### src/rtl/stg1ia_fq.sv
// Stage-1 instruction-address generator: owns the fetch PC, issues one fetch per cycle
// and queues issued PCs toward stage 2. Optional perf counters under STG1IA_FQ_PERF_EN.
module stg1ia_fq #(
  parameter int                ADDR_W   = 24,
  parameter logic [ADDR_W-1:0] RESET_PC = '0,
  parameter int                PC_STEP  = 1,
  parameter int                DEPTH    = 4
) (
  input  logic              iw_clk,
  input  logic              iw_rst_n,
  input  logic              iw_hold,
  input  logic              iw_redirect,
  input  logic [ADDR_W-1:0] iw_redirect_pc,
  output logic              ow_mem_req,
  output logic [ADDR_W-1:0] ow_mem_addr,
  output logic [ADDR_W-1:0] ow_pc,
  output logic              ow_ia_valid,
  input  logic              iw_id_ready
`ifdef STG1IA_FQ_PERF_EN
  ,
  output logic [31:0]       ow_perf_stall,
  output logic [31:0]       ow_perf_redir
`endif
);

  localparam int                PTR_W = $clog2(DEPTH);
  localparam logic [ADDR_W-1:0] STEP  = ADDR_W'(PC_STEP);
  localparam logic [PTR_W:0]    FULL  = (PTR_W+1)'(DEPTH);

  logic [ADDR_W-1:0] r_pc;
  logic [ADDR_W-1:0] r_mem [DEPTH];
  logic [PTR_W-1:0]  r_head;
  logic [PTR_W-1:0]  r_tail;
  logic [PTR_W:0]    r_count;

  logic w_pop;
  logic w_space;
  logic w_issue;

  // Redirect masks the head so stage 2 never consumes a PC that is being flushed.
  assign ow_ia_valid = (r_count != '0) & ~iw_redirect;
  assign w_pop       = ow_ia_valid & iw_id_ready;
  assign w_space     = (r_count < FULL) | w_pop;
  // Reset gates issue so the fetch request is quiet while the block is held in reset.
  assign w_issue     = iw_rst_n & ~iw_hold & ~iw_redirect & w_space;

  assign ow_mem_req  = w_issue;
  assign ow_mem_addr = r_pc;
  assign ow_pc       = r_mem[r_head];

  always_ff @(posedge iw_clk or negedge iw_rst_n) begin
    // NOTE: state registers use non-blocking assignments so every flop samples pre-edge values.
    if (!iw_rst_n) begin
      r_pc    <= RESET_PC;
      r_head  <= '0;
      r_tail  <= '0;
      r_count <= '0;
    end else if (iw_redirect) begin
      r_pc    <= iw_redirect_pc;
      r_head  <= '0;
      r_tail  <= '0;
      r_count <= '0;
    end else begin
      if (w_issue) begin
        r_pc   <= r_pc + STEP;
        r_tail <= r_tail + PTR_W'(1);
      end
      if (w_pop) begin
        r_head <= r_head + PTR_W'(1);
      end
      case ({w_issue, w_pop})
        2'b10:   r_count <= r_count + (PTR_W+1)'(1);
        2'b01:   r_count <= r_count - (PTR_W+1)'(1);
        default: r_count <= r_count;
      endcase
    end
  end

  always_ff @(posedge iw_clk or negedge iw_rst_n) begin
    // NOTE: the queue storage is reset so the head reads 0 out of reset instead of X.
    if (!iw_rst_n) begin
      for (int i = 0; i < DEPTH; i++) r_mem[i] <= '0;
    end else if (w_issue) begin
      r_mem[r_tail] <= r_pc;
    end
  end

`ifdef STG1IA_FQ_PERF_EN
  logic        w_stall;
  logic [31:0] r_perf_stall;
  logic [31:0] r_perf_redir;

  assign w_stall = ~iw_hold & ~iw_redirect & ~w_space;

  always_ff @(posedge iw_clk or negedge iw_rst_n) begin
    if (!iw_rst_n) begin
      r_perf_stall <= '0;
      r_perf_redir <= '0;
    end else begin
      if (w_stall && r_perf_stall != '1) r_perf_stall <= r_perf_stall + 32'd1;
      if (iw_redirect && r_perf_redir != '1) r_perf_redir <= r_perf_redir + 32'd1;
    end
  end

  assign ow_perf_stall = r_perf_stall;
  assign ow_perf_redir = r_perf_redir;
`endif

endmodule

### config.mk
export PLATFORM = sky130hd
export DESIGN_NAME = stg1ia_fq
export DESIGN_NICKNAME = d
export VERILOG_FILES = /design/src/rtl/stg1ia_fq.sv
export SDC_FILE = /design/constraint.sdc
export NUM_CORES = 1
export LEC_CHECK = 0
export ABC_CLOCK_PERIOD_IN_PS = 2000
export CORE_MARGIN = 2
export CORE_UTILIZATION = 35
export CTS_CLUSTER_DIAMETER = 30
export DETAILED_ROUTE_END_ITERATION = 8
export GPL_TIMING_DRIVEN = 1
export HOLD_SLACK_MARGIN = 0.03
export PLACE_DENSITY_LB_ADDON = 0.1
export SLEW_MARGIN = 20
export SYNTH_ARGS = -nofsm -noshare
export SYNTH_HDL_FRONTEND = slang
export SYNTH_SLANG_ARGS = --single-unit
### constraint.sdc
create_clock -name iw_clk -period 2 [get_ports iw_clk]
set_clock_uncertainty 0.1 [all_clocks]
set_input_delay 0.2 -clock iw_clk [delete_from_list [all_inputs] [get_ports iw_clk]]
set_output_delay 0.2 -clock iw_clk [all_outputs]
set_load 0.005 [all_outputs]
# After elaboration in Yosys (flattened, before gate mapping)
# Index checks and enable logic that the tools add are counted.
# totals
reg_bits,127
in_bits,29
output_inout_bits,50
word_cells,48
# classes
addsub,5
magnitude_cmp,4
eq_ne,2
muxes,14
bitwise_logic,10
reduce_logical,5
# op_table
operator,count
two-way mux 24 bit,5
bitwise mux 96 bit,1
binary-select mux 24 bit (select 2 bit),1
demux 24 bit (select 2 bit),1
adder 24 x 1 -> 24 bit (second input constant),1
two-way mux 2 bit,4
>= comparator 3 bit (second input constant),2
inverter 2 -> 3 bit,2
case mux 3 bit (2 select lines),1
nonzero test 3 bit,2
bitwise AND 1 bit,5
adder 2 x 1 -> 2 bit (second input constant),2
nonzero test 2 bit,2
adder 3 x 1 -> 3 bit (second input constant),1
< comparator 3 x 1 -> 1 bit (second input constant),1
< comparator 3 bit (second input constant),1
two-way mux 3 bit,1
subtractor 3 x 1 -> 3 bit (second input constant),1
equality test 2 x 1 -> 1 bit (second input constant),1
equality test 2 bit (second input constant),1
inverter 1 bit,2
logical AND 1 bit,1
bitwise OR 1 bit,1

# Depth between registers and ports, before layout
# logic_depth
ltp_word,8
depth_mapped,8
ltp_nobuf,6

# Worst setup path before layout
# Ideal clock, no wire load.
# synth_path
path_kind,reg-to-reg
from,register r_count[2]
to,register r_mem[27] (netlist name)
setup_time_ps,128
arrival_time_ps,1743
required_ps,1772
setup_slack_ps,30
path_stages_with_launch,9
path_buffers,3
synth_period_minus_slack_ps,1970
path_cell_list,dfrtp_1 -> clkbuf_1 -> nand2b_1 -> nand2_1 -> inv_2 -> buf_4 -> nand2_2 -> buf_2 -> mux2_1
# synth_via
elab_chain_cells,5
word_cells_on_any_way,6
cone_classes,1 x order compare; 4 x bitwise; 1 x reduce/logical
# synth_rtl
item,line,text
"start, declared",34,logic [PTR_W:0] r_count;
"start signal, assigned",72,2'b10: r_count <= r_count + (PTR_W+1)'(1);
"start signal, assigned",73,2'b01: r_count <= r_count - (PTR_W+1)'(1);
"start signal, assigned",74,default: r_count <= r_count;
nonzero test 3 bit,41,assign ow_ia_valid = (r_count != '0) & ~iw_redirect;
bitwise AND 1 bit,41,
bitwise AND 1 bit,42,assign w_pop = ow_ia_valid & iw_id_ready;
bitwise OR 1 bit (*),43,assign w_space = (r_count < FULL) | w_pop;
bitwise AND 1 bit (*),45,assign w_issue = iw_rst_n & ~iw_hold & ~iw_redirect & w_space;
via ow_mem_req,14,"output logic ow_mem_req,"
"end signal, assigned by index",84,r_mem[r_tail] <= r_pc;
"end, declared",31,logic [ADDR_W-1:0] r_mem [DEPTH];
# The timed path passes the listed nets; every way through them passes the cells marked *.
# A chain may end at the register's enable or synchronous reset.

# Worst setup path after layout
# layout_path
from,register r_head[0]
to,output ow_pc[3]
# layout_via
elab_chain_cells,4
# layout_rtl
item,line,text
"start, declared",32,logic [PTR_W-1:0] r_head;
"start signal, assigned",69,r_head <= r_head + PTR_W'(1);
inverter 2 -> 3 bit (not written as such),49,assign ow_pc = r_mem[r_head];
binary-select mux 24 bit (select 2 bit),49,
two-way mux 24 bit (not written as such) (2 in series),49,
"end, declared",16,"output logic [ADDR_W-1:0] ow_pc,"
# Every way passes these cells. The select of a mux whose other input is x is not followed.

==> results by group <==
Status
  • Outcome: finished, violations left
  • Failing checks: negative setup slack

Global routing
  • GRT overflow: 0
  • Total GRT Usage: 20.2%
  • Maximum number of pins on one net before global-route repair: 50
  • Global-route wire length before repair: 27700 um
  • Vias in the first global route: 4876
  • Initial antenna violation count: 0

Critical path
  • Number of buffer and inverter instances along the worst setup path: 4
  • CP delay by family, top: buffers and inverters
  • WP data arrival: 1.80 ns
  • Critical Path Start Type: flop
  • Kind of critical path: flop to output pin
  • Worst reg-to-reg setup slack: 0.06 ns
  • Critical path's most frequent cell: sky130_fd_sc_hd__buf_12
  • Peak per-stage delay on the critical path: 0.42 ns
  • Cells traversed along the worst timing path: buf_12 > buf_12 > buf_12 > mux4_2 > buf_2
  • Critical-path maximum fanout: 5
  • Data required time at the worst endpoint: 1.70 ns
  • Critical Path End Type: output pin
  • Slowest cell on the critical path: sky130_fd_sc_hd__dfrtp_2

Run
  • Max_cap viols: 0

STA
  • Max Clk Rate: 477 MHz
  • Max-slew violation count: 0
  • Number of failing setup endpoints in the final timing report: 20
  • Measured slew at the worst slew-check pin: 0.636 ns
  • Worst hold slack: 0.116 ns
  • Relative max-transition margin: 57.6%
  • Tcrit/Tclk final: 105%
  • Unrepaired setup endpoints after global routing: true
  • Post-route setup slack: -0.0977 ns
  • Count of endpoints failing hold in the final timing report: 0
  • Post-layout minimum cycle time: 2.10 ns
  • Final setup TNS: -1.25 ns

Finish
  • Count of antenna diodes in the layout: 0
  • Share of layout cells above drive strength 1: 28.9%
  • Layout-stage area growth over the synthesis result: 39.1%
  • Net total in the final layout: 652

Placement
  • Port buffer count: 78
  • Placer Congestion: 0.825
  • Minimum setup slack after placement: -0.297 ns
  • DPL Wire Length: 11800 um

Routing
  • Violation count after the first detailed-routing iteration: 259
  • Detailed-route via count: 4549
  • Final routed wirelength across all metal layers: 17400 um
  • # DRC: 0
  • Met2 routed WL: 8640 um
  • Count of nets left with antenna violations after detail routing: 0
  • Initial DRT Pass Iterations: 4
  • Met3 wire len: 722 um
  • Uppermost signal routing layer after detailed routing: met4
  • Detail-routed via count per cell: 5.32
  • Detailed-routing wirelength on met1: 7810 um
  • Routed WL per cell: 20.3 um

Power
  • Share of total power in combinational logic: 18.8%
  • Power Total: 8.71 mW
  • Maximum resistive drop on vdd: 0.627 mV
  • Leakage power total: 3.84 nW
  • Int Power: 6.62 mW
  • Power per cell area: 1020 nW/um^2
  • Fraction of power consumed by the clock network: 43.7%
  • Switching power summed over all nets: 2.09 mW
  • Part of the power in registers: 37.5%
  • Sw Share: 24.0%

Floorplanning
  • Area of the core region: 17200 sq um
  • Number of ports placed on the die boundary: 79
  • Area enclosed by the die boundary: 18600 sq um
  • Die height: 136 um
  • Die width: 136 um
  • Effective utilization at floorplan: 35.6%
  • Standard-cell row count: 48

Yosys
  • Top_reg_cell synth: sky130_fd_sc_hd__dfrtp_1
  • Number of cells produced by synthesis: 475
  • Post-synthesis async set-or-reset flop share: 100%
  • Count of yosys warnings during synthesis: 0
  • Syn nets: 510
  • Number of distinct library cells after synthesis: 52
  • Avg Synthesized Cell Area: 12.9 sq um
  • Leading cell types by total area after synthesis: sky130_fd_sc_hd__dfrtp_1 (52%), sky130_fd_sc_hd__mux2_1 (16%), sky130_fd_sc_hd__mux4_2 (8.8%)
  • Largest area contributor in the synthesized netlist: sky130_fd_sc_hd__dfrtp_1
  • Part of the Yosys area used for sequential elements: 51.8%
  • Post-synthesis cell area: 6140 sq um
  • Fraction of post-synthesis cell area in the top cell type by area: 51.8%
  • Post-synth EDFFs: 0
  • Synthesis-stage register bit count: 127

Clock network
  • Maximum level of the CTS H-tree: 4
  • Clock Latency Late Sink: 0.42 ns
  • Clock Root Buffer: sky130_fd_sc_hd__clkbuf_16
  • CTS tree: yes
  • Clock Pin Slew Worst Setup and Hold Paths: 0.06 ns
  • Clock Sink Count: 127
  • Deepest clock path buffer count: 2
  • TritonCTS Buffers: 17

Min path
  • Worst hold path type: primary input to async pin
-- Yosys cell counts, drive strengths merged (5+ instances only) --
| library cell | instances |
|---|---|
| mux2 | 97 |
| nand4 | 9 |
| ha | 5 |
| mux4 | 24 |
| inv | 9 |
| o21ai | 7 |
| nor4 | 6 |
| nor3 | 9 |
| clkbuf | 22 |
| nand3 | 15 |
| o211ai | 8 |
| nand2 | 42 |
| a31oi | 5 |
| buf | 16 |
| nor2 | 12 |
| dfrtp | 127 |
| o311ai | 13 |
-- metrics by stage --
stage               instances  util [%]  cell area (sq um)
floorplan                 475         -               6140
finish                    855      49.5               8530
global placement          806      44.5               7660
CTS                       855      49.4               8520
detailed placement        806      44.5               7660
global route              855      49.5               8530
-- final cells by class --
class | count | area (sq um)
Timing Repair Buffer | 161 | 1530
Fill cell | 1532 | 8700
Tap cell | 225 | 282
Clock buffer | 18 | 439
Multi-Input combinational cell | 301 | 2780
Inverter | 9 | 33.8
Clock inverter | 14 | 285
Sequential cell | 127 | 3180
-- cells in the final DEF (no fill, tap or decap), drive strengths merged, types with 4 or more instances in the layout --
cell	count
nand4	9
a21oi	4
buf	106
mux2	97
a31oi	5
dfrtp	127
bufinv	8
clkbuf	19
nand3	15
o21ai	7
ha	5
nand2	42
nor4	6
inv	10
o211ai	8
clkdlybuf4s50	51
nor3	9
nor2	12
nor2b	4
mux4	24
o311ai	13
or4	4
and4	4
-- sequential cells by signal (all words and copies together) (netlist names) --
register,flops
r_count,3
r_tail,2
r_mem,96
ow_mem_addr,24
r_head,2
-- cell families after synthesis --
kind of cell,after synthesis,synth area share (%)
simple gates,119,10.1
compound gates,52,6.42
buf+inv,47,3.28
xor+xnor,2,0.285
fa+ha+maj,6,1.35
mux,122,26.8
flops,127,51.8
-- routing by layer --
| layer | global-route usage, % | vias up |
|---|---|---|
| met3 | 5.15 | 16 |
| met1 | 26.6 | 2362 |
| li1 | - | 2078 |
| met2 | 33.2 | 93 |
| met5 | 0 | - |
| met4 | 5.67 | 0 |
-- timing repair --
action / in CTS / in global routing
gates resized for setup: 107 / 12
pin swaps: 1 / 1
buffers inserted: 14 / 1
hold buffers: 1 / 0
gates cloned: 2 / 0
endpoints found under the hold margin: 35 / 0
setup endpoints to repair: 26 / 28
-- power groups by stage --
stage	logic, mW	registers, mW	clock network, mW
floorplan	0.825	3.23	0
global placement	1.64	3.29	0
detailed placement	1.67	3.31	0
CTS	1.65	3.27	3.87
global route	1.78	3.33	4.00
finish	1.63	3.27	3.81
-- path summary, 6_finish.rpt --
check,cells after the start,endpoint,startpoint
max in group asynchronous,4,r_mem[8]$_DFFE_PN0P_,iw_rst_n
min in group iw_clk,3,ow_mem_addr[1]$_DFFE_PN0P_,iw_redirect_pc[1]
worst max register to register,6,r_count[1]$_DFFE_PN0P_,r_count[1]$_DFFE_PN0P_
worst max-delay path,5,ow_pc[3],r_head[0]$_DFFE_PN0P_
worst min register to register,1,r_mem[29]$_DFFE_PN0P_,r_mem[29]$_DFFE_PN0P_
worst min-delay path,2,ow_mem_addr[23]$_DFFE_PN0P_,iw_rst_n
Power figures use the tool's default switching activity.
